## src/rtl/proc_ctrl_pkg.sv

```systemverilog
// Shared state encoding and constants for the lab processor run/step controller.
package proc_ctrl_pkg;

  typedef enum logic [2:0] {
    ST_RST_HOLD = 3'd0,
    ST_IDLE     = 3'd1,
    ST_RUN      = 3'd2,
    ST_STEP     = 3'd3,
    ST_HALT     = 3'd4
  } run_state_e;

  // All-ones value of a width-bit counter, used as the saturation ceiling.
  function automatic logic [63:0] sat_max(input int unsigned width);
    return (64'd1 << width) - 64'd1;
  endfunction

endpackage

```

## src/rtl/proc_run_ctrl_key_pulse.sv

```systemverilog
// Pushbutton conditioner: 2-FF synchroniser, stability debouncer and a
// one-cycle pulse on each debounced press (active-low key).
module key_pulse #(
  parameter int unsigned DB_CYCLES = 8
) (
  input  logic clk,
  input  logic rst_n,
  input  logic key_n,
  output logic pulse
);

  localparam int unsigned CW = (DB_CYCLES > 1) ? $clog2(DB_CYCLES) : 1;
  localparam logic [CW-1:0] CNT_LAST = CW'(DB_CYCLES - 1);

  logic          sync1_q, sync2_q;
  logic          level_q, level_d;
  logic          pulse_q, pulse_d;
  logic [CW-1:0] cnt_q, cnt_d;

  // The debounced level only follows the synced key after DB_CYCLES
  // consecutive disagreeing samples; any agreeing sample restarts the count.
  always_comb begin
    level_d = level_q;
    cnt_d   = '0;
    if (sync2_q != level_q) begin
      if (cnt_q == CNT_LAST) begin
        level_d = sync2_q;
      end else begin
        cnt_d = cnt_q + 1'b1;
      end
    end
    pulse_d = level_q & ~level_d;
  end

  always_ff @(posedge clk or negedge rst_n) begin
    if (!rst_n) begin
      sync1_q <= 1'b1;
      sync2_q <= 1'b1;
      level_q <= 1'b1;
      cnt_q   <= '0;
      pulse_q <= 1'b0;
    end else begin
      sync1_q <= key_n;
      sync2_q <= sync1_q;
      level_q <= level_d;
      cnt_q   <= cnt_d;
      pulse_q <= pulse_d;
    end
  end

  assign pulse = pulse_q;

endmodule

```

## src/rtl/proc_run_ctrl.sv

```systemverilog
// Run/step controller for the lab processor: reset hold-off, free-run and
// single-step modes, PC breakpoint and saturating cycle/instruction counters.
module proc_run_ctrl
  import proc_ctrl_pkg::*;
#(
  parameter int unsigned RST_HOLD  = 4,
  parameter int unsigned DB_CYCLES = 8,
  parameter int unsigned ADDR_W    = 8,
  parameter int unsigned CNT_W     = 16
) (
  input  logic              Clock,
  input  logic              Resetn,
  input  logic              run_sw,
  input  logic              step_mode,
  input  logic              step_key_n,
  input  logic              brk_en,
  input  logic [ADDR_W-1:0] brk_addr,
  input  logic [ADDR_W-1:0] pc,
  input  logic              done,
  input  logic              clr_cnt,
  output logic              Run,
  output logic              halted,
  output logic [CNT_W-1:0]  cycle_cnt,
  output logic [CNT_W-1:0]  instr_cnt
);

  localparam logic [CNT_W-1:0] CNT_MAX  = CNT_W'(sat_max(CNT_W));
  localparam logic [15:0]      HOLD_END = 16'(RST_HOLD);

  run_state_e       state_q, state_d;
  logic [2:0]       lvl_s1_q, lvl_s2_q;
  logic [15:0]      hold_q, hold_d;
  logic             run_q, run_d;
  logic             halted_q, halted_d;
  logic [CNT_W-1:0] cycle_q, cycle_d;
  logic [CNT_W-1:0] instr_q, instr_d;
  logic             run_s, step_s, brk_s;
  logic             step_pulse;
  logic             brk_hit;

  key_pulse #(
    .DB_CYCLES (DB_CYCLES)
  ) u_step_key (
    .clk   (Clock),
    .rst_n (Resetn),
    .key_n (step_key_n),
    .pulse (step_pulse)
  );

  assign run_s   = lvl_s2_q[0];
  assign step_s  = lvl_s2_q[1];
  assign brk_s   = lvl_s2_q[2];
  assign brk_hit = brk_s && done && (pc == brk_addr);

  // Leaving RUN/STEP only happens on done, so a stop never cuts an instruction.
  always_comb begin
    state_d = state_q;
    hold_d  = hold_q;
    unique case (state_q)
      ST_RST_HOLD: begin
        if (hold_q == HOLD_END) state_d = ST_IDLE;
        else                    hold_d  = hold_q + 16'd1;
      end
      ST_IDLE: begin
        if (!step_s && run_s)          state_d = ST_RUN;
        else if (step_s && step_pulse) state_d = ST_STEP;
      end
      ST_RUN: begin
        if (done) begin
          if (brk_hit)              state_d = ST_HALT;
          else if (!run_s || step_s) state_d = ST_IDLE;
        end
      end
      ST_STEP: begin
        if (done) state_d = brk_hit ? ST_HALT : ST_IDLE;
      end
      ST_HALT: begin
        if (!run_s) state_d = ST_IDLE;
      end
      default: state_d = ST_RST_HOLD;
    endcase
    run_d    = (state_d == ST_RUN) || (state_d == ST_STEP);
    halted_d = (state_d == ST_HALT);
  end

  always_comb begin
    cycle_d = cycle_q;
    instr_d = instr_q;
    if (clr_cnt) begin
      cycle_d = '0;
      instr_d = '0;
    end else begin
      if (run_q && (cycle_q != CNT_MAX)) cycle_d = cycle_q + 1'b1;
      if (run_q && done && (instr_q != CNT_MAX)) instr_d = instr_q + 1'b1;
    end
  end

  always_ff @(posedge Clock or negedge Resetn) begin
    if (!Resetn) begin
      state_q  <= ST_RST_HOLD;
      lvl_s1_q <= '0;
      lvl_s2_q <= '0;
      hold_q   <= '0;
      run_q    <= 1'b0;
      halted_q <= 1'b0;
      cycle_q  <= '0;
      instr_q  <= '0;
    end else begin
      state_q  <= state_d;
      lvl_s1_q <= {brk_en, step_mode, run_sw};
      lvl_s2_q <= lvl_s1_q;
      hold_q   <= hold_d;
      run_q    <= run_d;
      halted_q <= halted_d;
      cycle_q  <= cycle_d;
      instr_q  <= instr_d;
    end
  end

  assign Run       = run_q;
  assign halted    = halted_q;
  assign cycle_cnt = cycle_q;
  assign instr_cnt = instr_q;

endmodule

```

## config.mk

```make
export PLATFORM = sky130hd
export DESIGN_NAME = proc_run_ctrl
export DESIGN_NICKNAME = d
export VERILOG_FILES = /design/src/rtl/proc_ctrl_pkg.sv /design/src/rtl/proc_run_ctrl_key_pulse.sv /design/src/rtl/proc_run_ctrl.sv
export SDC_FILE = /design/constraint.sdc
export NUM_CORES = 1
export LEC_CHECK = 0
export ABC_AREA = 1
export BUFFER_PORTS_ARGS = -buffer_cell sky130_fd_sc_hd__buf_2
export CORE_AREA = 2 2 96 98
export CTS_CLUSTER_DIAMETER = 40
export DETAILED_ROUTE_END_ITERATION = 10
export DIE_AREA = 0 0 98 100
export PLACE_DENSITY = 0.76
export SLEW_MARGIN = 20
export SYNTH_ARGS = -nofsm -noshare
export SYNTH_HDL_FRONTEND = slang
export SYNTH_HIERARCHICAL = 1
export SYNTH_SLANG_ARGS = --single-unit
```

## constraint.sdc

```tcl
create_clock -name Clock -period 1.6 [get_ports Clock]
set_input_delay 0.16 -clock Clock [delete_from_list [all_inputs] [get_ports Clock]]
set_output_delay 0.16 -clock Clock [all_outputs]
set_load 0.03 [all_outputs]
```

After elaboration in Yosys (flattened, before gate mapping) --
Index checks and enable logic that the tools add are counted.
Storage, ports and cells: bits in registers 66, latch bits 0, RAM bits 0, ROM bits 0, input port bits 24, output and inout port bits 34, logic and storage cells 66, memories kept 0
Operators by class: add/subtract/negate cells 4, $mul 0, div/mod/pow operators 0, $lt $le $gt $ge 0, eq/ne operators 13, shifts and indexed selects 0, mux-type cells 18, bitwise logic cells 3, reductions and logical operators 15
Operator list (count):
- $mux W16 | 4
- $add A16 B1 Y16 const B | 3
- $mux W3 | 11
- $ne A16 B16 Y1 const B | 2
- $eq A16 B3 Y1 const B | 1
- $pmux W3 S5 | 1
- $eq A3 B2 Y1 const B | 4
- $eq A3 B3 Y1 const B | 3
- $eq A8 B8 Y1 | 1
- $logic_and A1 B1 Y1 | 7
- $reduce_bool A2 Y1 | 2
- $add A3 B1 Y3 const B | 1
- $eq A3 B1 Y1 const B | 1
- $logic_not A3 Y1 | 1
- $logic_not A1 Y1 | 2
- $logic_or A1 B1 Y1 | 2
- $mux W1 | 2
- $not A1 Y1 | 2
- $reduce_and A2 Y1 | 1
- $and A1 B1 Y1 | 1
- $ne A1 B1 Y1 | 1

Depth between registers and ports, before layout --
Gate-level depths: netlist of the first run.
depth after elaboration 8, depth in mapped cells 11, gate-level depth less buffers 11

Cells and area by module --
Netlist of the first run, hierarchy kept.
Modules (own cells, without submodules):
- proc_run_ctrl | times used 1, cells an instance 503, area an instance 3602.2 um2, seq. area each 1476.4 um2
- key_pulse | times used 1, cells an instance 24, area an instance 269.0 um2, seq. area each 178.9 um2

Worst setup path before layout of the first run --
No wires, ideal clock.
path kind flip-flop to flip-flop, start point reg instr_q[0] (netlist: instr_cnt[0]), end point reg instr_q[5] (netlist: instr_cnt[5]), library setup time 127 ps, data arrival time 1703 ps, data required time 1473 ps, slack -230 ps, stages on the path, launching flop included 10, buffers on the path 1, period minus slack after synthesis 1830 ps, cell sequence dfrtp_1 ha_1 nand2_1 nor2_4 nand2_2 nor2_4 nor2_4 nor2_8 buf_6 o21ai_0
On the way: word-level cells in the longest chain between the ends 3, elaborated cells between the ends (all ways) 6, those cells by class add/sub: 1; eq/ne: 1; mux: 2; reduce/logical: 2
Ends and longest elaborated chain:
- start, declared | RTL line proc_run_ctrl.sv:36 | logic [CNT_W-1:0] instr_q, instr_d;
- start signal, assigned | RTL line proc_run_ctrl.sv:116 | instr_q <= instr_d;
- $add A16 B1 Y16 / $ne A16 B16 Y1 (equally long branches) | RTL line proc_run_ctrl.sv:94 | if (run_q && done && (instr_q != CNT_MAX)) instr_d = instr_q + 1'b1;
- $mux W16 / $logic_and A1 B1 Y1 (equally long branches) | RTL line proc_run_ctrl.sv:94
- $mux W16 / $reduce_bool A2 Y1 (equally long branches)
Several ways; a longest one is shown, not always the timed one. The select of a mux whose other input is x is not followed. A chain may end at the register's enable or synchronous reset.

Worst setup path after layout of the first run --
start point reg cycle_q[10] (netlist: cycle_cnt[10]), end point reg cycle_q[11] (netlist: cycle_cnt[11])
On the way: word-level cells in the longest chain between the ends 3, elaborated cells between the ends (all ways) 6, those cells by class add/sub: 1; eq/ne: 1; mux: 2; reduce/logical: 2
Ends and longest elaborated chain:
- start, declared | RTL line proc_run_ctrl.sv:35 | logic [CNT_W-1:0] cycle_q, cycle_d;
- start signal, assigned | RTL line proc_run_ctrl.sv:115 | cycle_q <= cycle_d;
- $add A16 B1 Y16 / $ne A16 B16 Y1 (equally long branches) | RTL line proc_run_ctrl.sv:93 | if (run_q && (cycle_q != CNT_MAX)) cycle_d = cycle_q + 1'b1;
- $mux W16 / $logic_and A1 B1 Y1 (equally long branches) | RTL line proc_run_ctrl.sv:93
- $mux W16 / $reduce_bool A2 Y1 (equally long branches)
Several ways; a longest one is shown, not always the timed one. The select of a mux whose other input is x is not followed.

==> out/metrics.cfg, run 1 <==
[floorplanning]
pin_count=58
dieWidth_um=98
dieHeight_um=100
rows=35
initial_core_util=0.435
die_area_um2=9800
core_region_area_um2=8890

[layout]
final_util=0.563
antenna_cells=0
fillers=821
final_nets=667
drive_gt1_frac=0.254
fin_cells=753
syn2layout_area_growth_pct=29.3

[yosys]
netlist_area_um2=3870
yosysSeqAreaShare=0.428
ys_types=27
ys_warn_count=6
syn_area_per_cell_um2=7.35
syn-num-nets=557
synth-seq-cells=66
netlist_instances=527

[placed_design]
portBuffers=57
place_inst=715
place_hpwl_mm=6.99
pre_cts_slack_ns=-0.0159
gp_congestion=0.929

[critical_path]
critPathArrivalTime_ns=1.90
path_buf_inv=2
cpLargestDelayFamily=simple AND/OR/NAND/NOR gates
crit_top_cell=nand4_1
slowest_stage=nor3_1
path_max_fanout=4
cp-start-kind=flip-flop
path_cells=inv_2 -> buf_4 -> nor3_1 -> nand4_1 -> nand4_1 -> nand2_1
cp_data_required_time_ns=1.84
crit_type=flip-flop to flip-flop
max_stage_delay_ns=0.47
endpoint_kind=flip-flop

[sta]
rsz0062_at_grt=yes
slew_headroom=0.641
drv_slew=0
skew_ns=0.00958
setup_viol=2
fmax_mhz=605
fin_crit_sh=1.03
layout_min_cycle_time_ns=1.65
finalWorstSetupSlack_ns=-0.0525
worst_slew_pin_slew_ns=0.535
hold_viol=0

[global_routing]
grt_overflow=0
track_usage=0.200
grt_max_degree=67
antenna_found_initial=0
grt_pass1_vias=3637
grt_pass1_wl_mm=16.1

[pwr]
ir_worst_vdd_uv=456
power_mw=4.45
p_per_area_nw_per_um2=890
power_leakage_nw=2.54

[outcome]
violations=setup timing
status=finished, violations left

[drt]
vias_per_cell=5.21
ant_nets=0
vias=3926
first_iter_violations=313
wl_per_cell_um=13.5
drcViolationCount=0
wirelength_mm=10.2
dr.pass1.iters=5

[hold_path]
hold_path_class=primary input to flip-flop

[clock_tree]
cts_tree=built
root_buffer=clkbuf_8
cts.sinks=66
htreeDepth=3
clk_pin_slew_ns=0.08
clockBufferDepth=2
clkLatencyLatePin_ns=0.35
cts_buffers=9

[run]
timing.max_cap.violations=0

==> worst min-delay path, cell delays in order <==
cell     delay, ns
buf_2         0.12
nand2_1       0.06
nand2_1       0.07
nand2_1       0.05
==> where the power goes <==
group | switching [mW] | total [mW] | internal, mW
clock network | 0.653 | 1.74 | 1.08
logic | 0.545 | 0.809 | 0.264
registers | 0.120 | 1.91 | 1.79
total | 1.32 | 4.45 | 3.14
==> final timing paths <==
| path | startpoint | to | slack, ns | cells past startpoint |
|---|---|---|---|---|
| max reg2reg | cycle_cnt[10] | cycle_cnt[11] | -0.05 | 6 |
| min in group asynchronous | Resetn | cycle_cnt[8] | 0.36 | 3 |
| min reg2reg | lvl_s1_q[2] | lvl_s2_q[2] | 0.35 | 0 |
| min | done | Run | 0.14 | 4 |
| max in group asynchronous | Resetn | instr_cnt[9] | 0.94 | 3 |
| max | cycle_cnt[10] | cycle_cnt[11] | -0.05 | 6 |
==> synth_stat cells <==
library cell,number,area (µm²)
o21ai_2,2,17.5
nand3b_1,4,30.0
o21ai_0,27,135
buf_1,2,7.51
inv_2,6,22.5
nor2_1,48,180
nor2_8,1,20.0
inv_1,62,233
xnor2_1,1,8.76
nor2_4,3,33.8
buf_6,3,33.8
nor2_2,2,12.5
a21oi_1,4,20.0
dfrtp_1,63,1580
nand4_1,25,156
xor2_1,26,228
ha_1,6,75.1
nor3_2,2,20.0
nand3_1,37,185
nand2_2,4,25.0
o21ai_1,5,25.0
nor3_1,17,85.1
nand2_1,168,631
clkbuf_1,1,3.75
buf_2,3,15.0
or2_2,2,12.5
dfstp_2,3,78.8
==> through the flow <==
stage	hold slack [ns]	instance area, µm²	TNS, ns
2_1_floorplan	-0.136	3920	-0.398
3_3_place_gp	0.208	4510	0
3_5_place_dp	0.206	4510	-0.0512
4_1_cts	0.140	4810	0
5_1_grt	0.147	5000	-0.553
6_report	0.136	5000	-0.0694
==> final cells by class <==
type,count,area [µm²],share of cell area
inverter,68,265,0.0530
sequential,66,1670,0.333
tap,111,139,0.0278
multi-input combinational,387,2010,0.402
clock buffer,12,145,0.0290
timing repair buffer,104,671,0.134
clock inverter,4,98.8,0.0198
timing repair inverter,1,8.76,0.00175
==> sequential cells by signal, indices dropped and copies added (netlist names) <==
name                flops
lvl_s1_q                3
lvl_s2_q                3
cycle_cnt              16
u_step_key/sync1_q      1
u_step_key/sync2_q      1
u_step_key/level_q      1
Run                     1
u_step_key/cnt_q        3
hold_q                 16
instr_cnt              16
u_step_key/pulse        1
halted                  1
state_q                 3
==> placed cells by master, fill, tap and decap left out, types with 2 or more instances in the layout <==
| master | instances |
|---|---|
| a21oi_1 | 4 |
| buf_2 | 57 |
| buf_4 | 39 |
| buf_6 | 2 |
| bufinv_16 | 3 |
| clkbuf_1 | 2 |
| clkbuf_8 | 10 |
| dfrtp_1 | 55 |
| dfrtp_2 | 8 |
| dfstp_2 | 3 |
| dlygate4sd3_1 | 5 |
| ha_1 | 4 |
| ha_4 | 2 |
| inv_1 | 58 |
| inv_2 | 8 |
| nand2_1 | 165 |
| nand2_2 | 5 |
| nand2_4 | 3 |
| nand3_1 | 36 |
| nand3b_1 | 4 |
| nand4_1 | 25 |
| nor2_1 | 47 |
| nor2_2 | 4 |
| nor2_4 | 4 |
| nor3_1 | 15 |
| nor3_2 | 3 |
| o21ai_0 | 19 |
| o21ai_1 | 13 |
| or2_2 | 2 |
| xor2_1 | 26 |
==> cells by family after synthesis <==
group | synth area share
xor gates and xnor gates | 0.0611
AOI/OAI and AO/OA | 0.0511
buffers and inverters | 0.0814
adders and majority gates | 0.0194
DFF | 0.428
and+or+nand+nor | 0.359
==> routing by layer <==
layer  up-vias  global-route usage  part of all wire
li1       1899                   -                 -
met1      1846               0.256              0.42
met2       163               0.342              0.50
met3        18              0.0348             0.062
met4         0              0.0737             0.019
met5         -                   0                 0
==> repair_timing <==
item,CTS,global route
endpoints found under the setup margin,12,45
pin swaps,1,8
gates resized for setup,1,28
endpoints found under the hold margin,67,0
hold buffers,5,0
gates cloned,0,4
setup buffers,0,13
Note: power is estimated with default switching activity, not from simulation.
==> run 2, diff against run 1 <==
==> constraint.sdc (replaced) <==
create_clock -name Clock -period 1.6 [get_ports Clock]
set_input_delay 0.08 -clock Clock [delete_from_list [all_inputs] [get_ports Clock]]
set_output_delay 0.08 -clock Clock [all_outputs]
set_load 0.03 [all_outputs]
==> run 2 against run 1 <==
  * The flow now finishes without violations
  * Die area is the same
  * Via count shrank 1.7%
  * Count of clock-buffer cells in the layout shrank 3
  * Clock power is essentially flat
  * Final cell count shrank 0.66%
  * Power grew 0.16%
  * Flip-flop and latch count is the same
  * Register-to-register slack gained 0.099 ns
  * Utilization shrank 0.14 points
  * Critical endpoint is now cycle_cnt[1]
  * Largest cell class unchanged
  * Non-clock buffer count shrank 5
  * Largest power group unchanged
  * Critical path depth grew 2
==> out/metrics.cfg, run 2 (same netlist as run 1, synthesis figures left out) <==
[floorplanning]
die_area_um2=9800  ; unchanged
initial_core_util=0.435  ; unchanged
dieWidth_um=98  ; unchanged
core_region_area_um2=8890  ; unchanged
rows=35  ; unchanged
dieHeight_um=100  ; unchanged
pin_count=58  ; unchanged

[pwr]
p_switching_mw=1.36  ; +3.3%
power_leakage_nw=2.51  ; -1.5%
ir_worst_vdd_uv=454  ; -0.42%
power_frac_seq=0.427  ; -0.002
p_int_mw=3.10  ; -1.2%
combPwrFrac=0.186  ; +0.004
switching_share=0.305  ; +0.00943
pwr-share-clk=0.387  ; -0.003
p_per_area_nw_per_um2=894  ; +0.41%

[layout]
final_cell_mix=165 x nand2_1, 58 x inv_1, 57 x buf_2, 51 x dfrtp_1, 46 x nor2_1
fin_cells=748  ; -0.66%
final_nets=662  ; -0.75%
layout_commonest_cell=nand2_1
drive_gt1_frac=0.262  ; +0.00827
design_area_um2=4990  ; -0.25%
syn2layout_area_growth_pct=28.9
antenna_cells=0  ; unchanged

[critical_path]
reg2reg_to=cycle_cnt[1]
rrSetupSlack_ns=0.05  ; +0.10 ns
endpoint_kind=flip-flop
crit_top_cell=nand2_1
path_cells=inv_1 -> nor3_2 -> nand2_2 -> o21ai_4 -> nand2_4 -> inv_6 -> nand2_1 -> nand2_1
cp_data_required_time_ns=1.90  ; +0.06 ns
cp-start-kind=flip-flop
slowest_stage=dfrtp_1
crit_type=flip-flop to flip-flop
r2r_cells=8  ; +2
path_max_fanout=6  ; +2
max_stage_delay_ns=0.44  ; -0.03 ns
r2r-start=cycle_cnt[15]
critPathArrivalTime_ns=1.86  ; -0.04 ns
crit_path_start=cycle_cnt[15]

[placed_design]
gp_congestion=0.928  ; about the same
place_hpwl_mm=6.93  ; -0.88%
place_inst=715  ; unchanged
place_area_um2=4510  ; unchanged
portBuffers=57  ; unchanged
pre_cts_slack_ns=-0.0366  ; -0.0207 ns

[sta]
fmax_mhz=644  ; +6.4%
hold_viol=0  ; unchanged
worst_slew_pin_slew_ns=0.376  ; -0.159 ns
setup_viol=0  ; -2
drv_slew=0  ; unchanged
fin_crit_sh=0.971  ; -0.0617
rsz0062_at_grt=yes
skew_ns=0.00837  ; -0.00121 ns
timing.hold.ws_ns=0.0562  ; -0.0799 ns
layout_min_cycle_time_ns=1.55  ; -0.0987 ns
finalWorstSetupSlack_ns=0.0463  ; +0.0987 ns
slew_headroom=0.747  ; +0.107

[drt]
vias_per_cell=5.16  ; -1.0%
wirelength_mm=9.89  ; -2.9%
vias=3859  ; -1.7%
dr.pass1.iters=5  ; unchanged
ant_nets=0  ; unchanged
first_iter_violations=225  ; -28%
drcViolationCount=0  ; unchanged
wl_per_cell_um=13.2  ; -2.3%

[global_routing]
grt_pass1_vias=3706  ; +1.9%
grt_max_degree=67  ; unchanged
antenna_found_initial=0  ; unchanged
grt_pass1_wl_mm=16.4  ; +1.9%
grt_overflow=0  ; unchanged
track_usage=0.203  ; +0.00307

[clock_tree]
cts.sinks=66  ; unchanged
htreeDepth=3  ; unchanged
clk_pin_slew_ns=0.08  ; about the same
clockBufferDepth=2  ; unchanged
root_buffer=clkbuf_8
cts_buffers=9  ; unchanged
cts_tree=built
clkLatencyLatePin_ns=0.36  ; about the same

[hold_path]
worstHoldPathCells=4  ; unchanged
hold_path_end=state_q[1]
min-delay-start=done
hold_path_class=primary input to flip-flop

[run]
timing.max_cap.violations=0  ; unchanged

[outcome]
status=finished clean

run 2: worst max path at each step:
stage                    end  slack [ns]  cells past startpoint
2_1_floorplan   instr_cnt[9]       -0.03                      9
3_3_place_gp    instr_cnt[2]        0.03                      8
3_5_place_dp   instr_cnt[14]       -0.04                      9
4_1_cts         cycle_cnt[2]       -0.02                      8
5_1_grt         cycle_cnt[4]       -0.05                      8
6_report        cycle_cnt[1]        0.05                      8
run 2: through the flow:
step,setup TNS (ns),total power [mW],util
detailed placement,-0.0832,2.63,0.508
global route,-0.410,4.68,0.561
finish,0,4.46,0.561
CTS,-0.0164,4.38,0.542
floorplan,-0.398,2.42,-
global placement,0,2.60,0.508
run 2: cell type report:
type	count	area (µm²)
repair buffers	99	633
flip-flops and latches	66	1670
repair inverters	1	8.76
clock buffers	9	124
multi-input cells	387	2030
clock inverters	7	118
inverters	68	265
well taps	111	139
fillers	811	3900
run 2: power by group through the flow:
stage,registers (mW),logic [mW],clock network [mW]
6_report,1.91,0.828,1.73
2_1_floorplan,1.98,0.440,0
5_1_grt,1.92,0.936,1.82
3_3_place_gp,1.93,0.675,0
4_1_cts,1.90,0.730,1.75
3_5_place_dp,1.93,0.701,0
run 2: worst max-delay path: cells and delay by family (launching register included):
| family | cells | cell delay, ns |
|---|---|---|
| and+or+nand+nor | 5 | 0.58 |
| DFF | 1 | 0.44 |
| buffers and inverters | 2 | 0.21 |
| AOI/OAI and AO/OA | 1 | 0.26 |
run 2: what timing repair did:
item,in CTS,in global routing
pin swaps,1,10
resized for setup,1,36
endpoints found under the hold margin,67,0
gates cloned,1,3
setup endpoints to repair,21,42
buffers inserted,0,8
hold buffers,5,0
run 2: layer usage:
metal / GRT usage / up-vias / wire, µm
li1: - / 1902 / -
met1: 0.251 / 1794 / 4130
met2: 0.345 / 136 / 4980
met3: 0.0481 / 27 / 554
met4: 0.0812 / 0 / 230
met5: 0 / - / 0
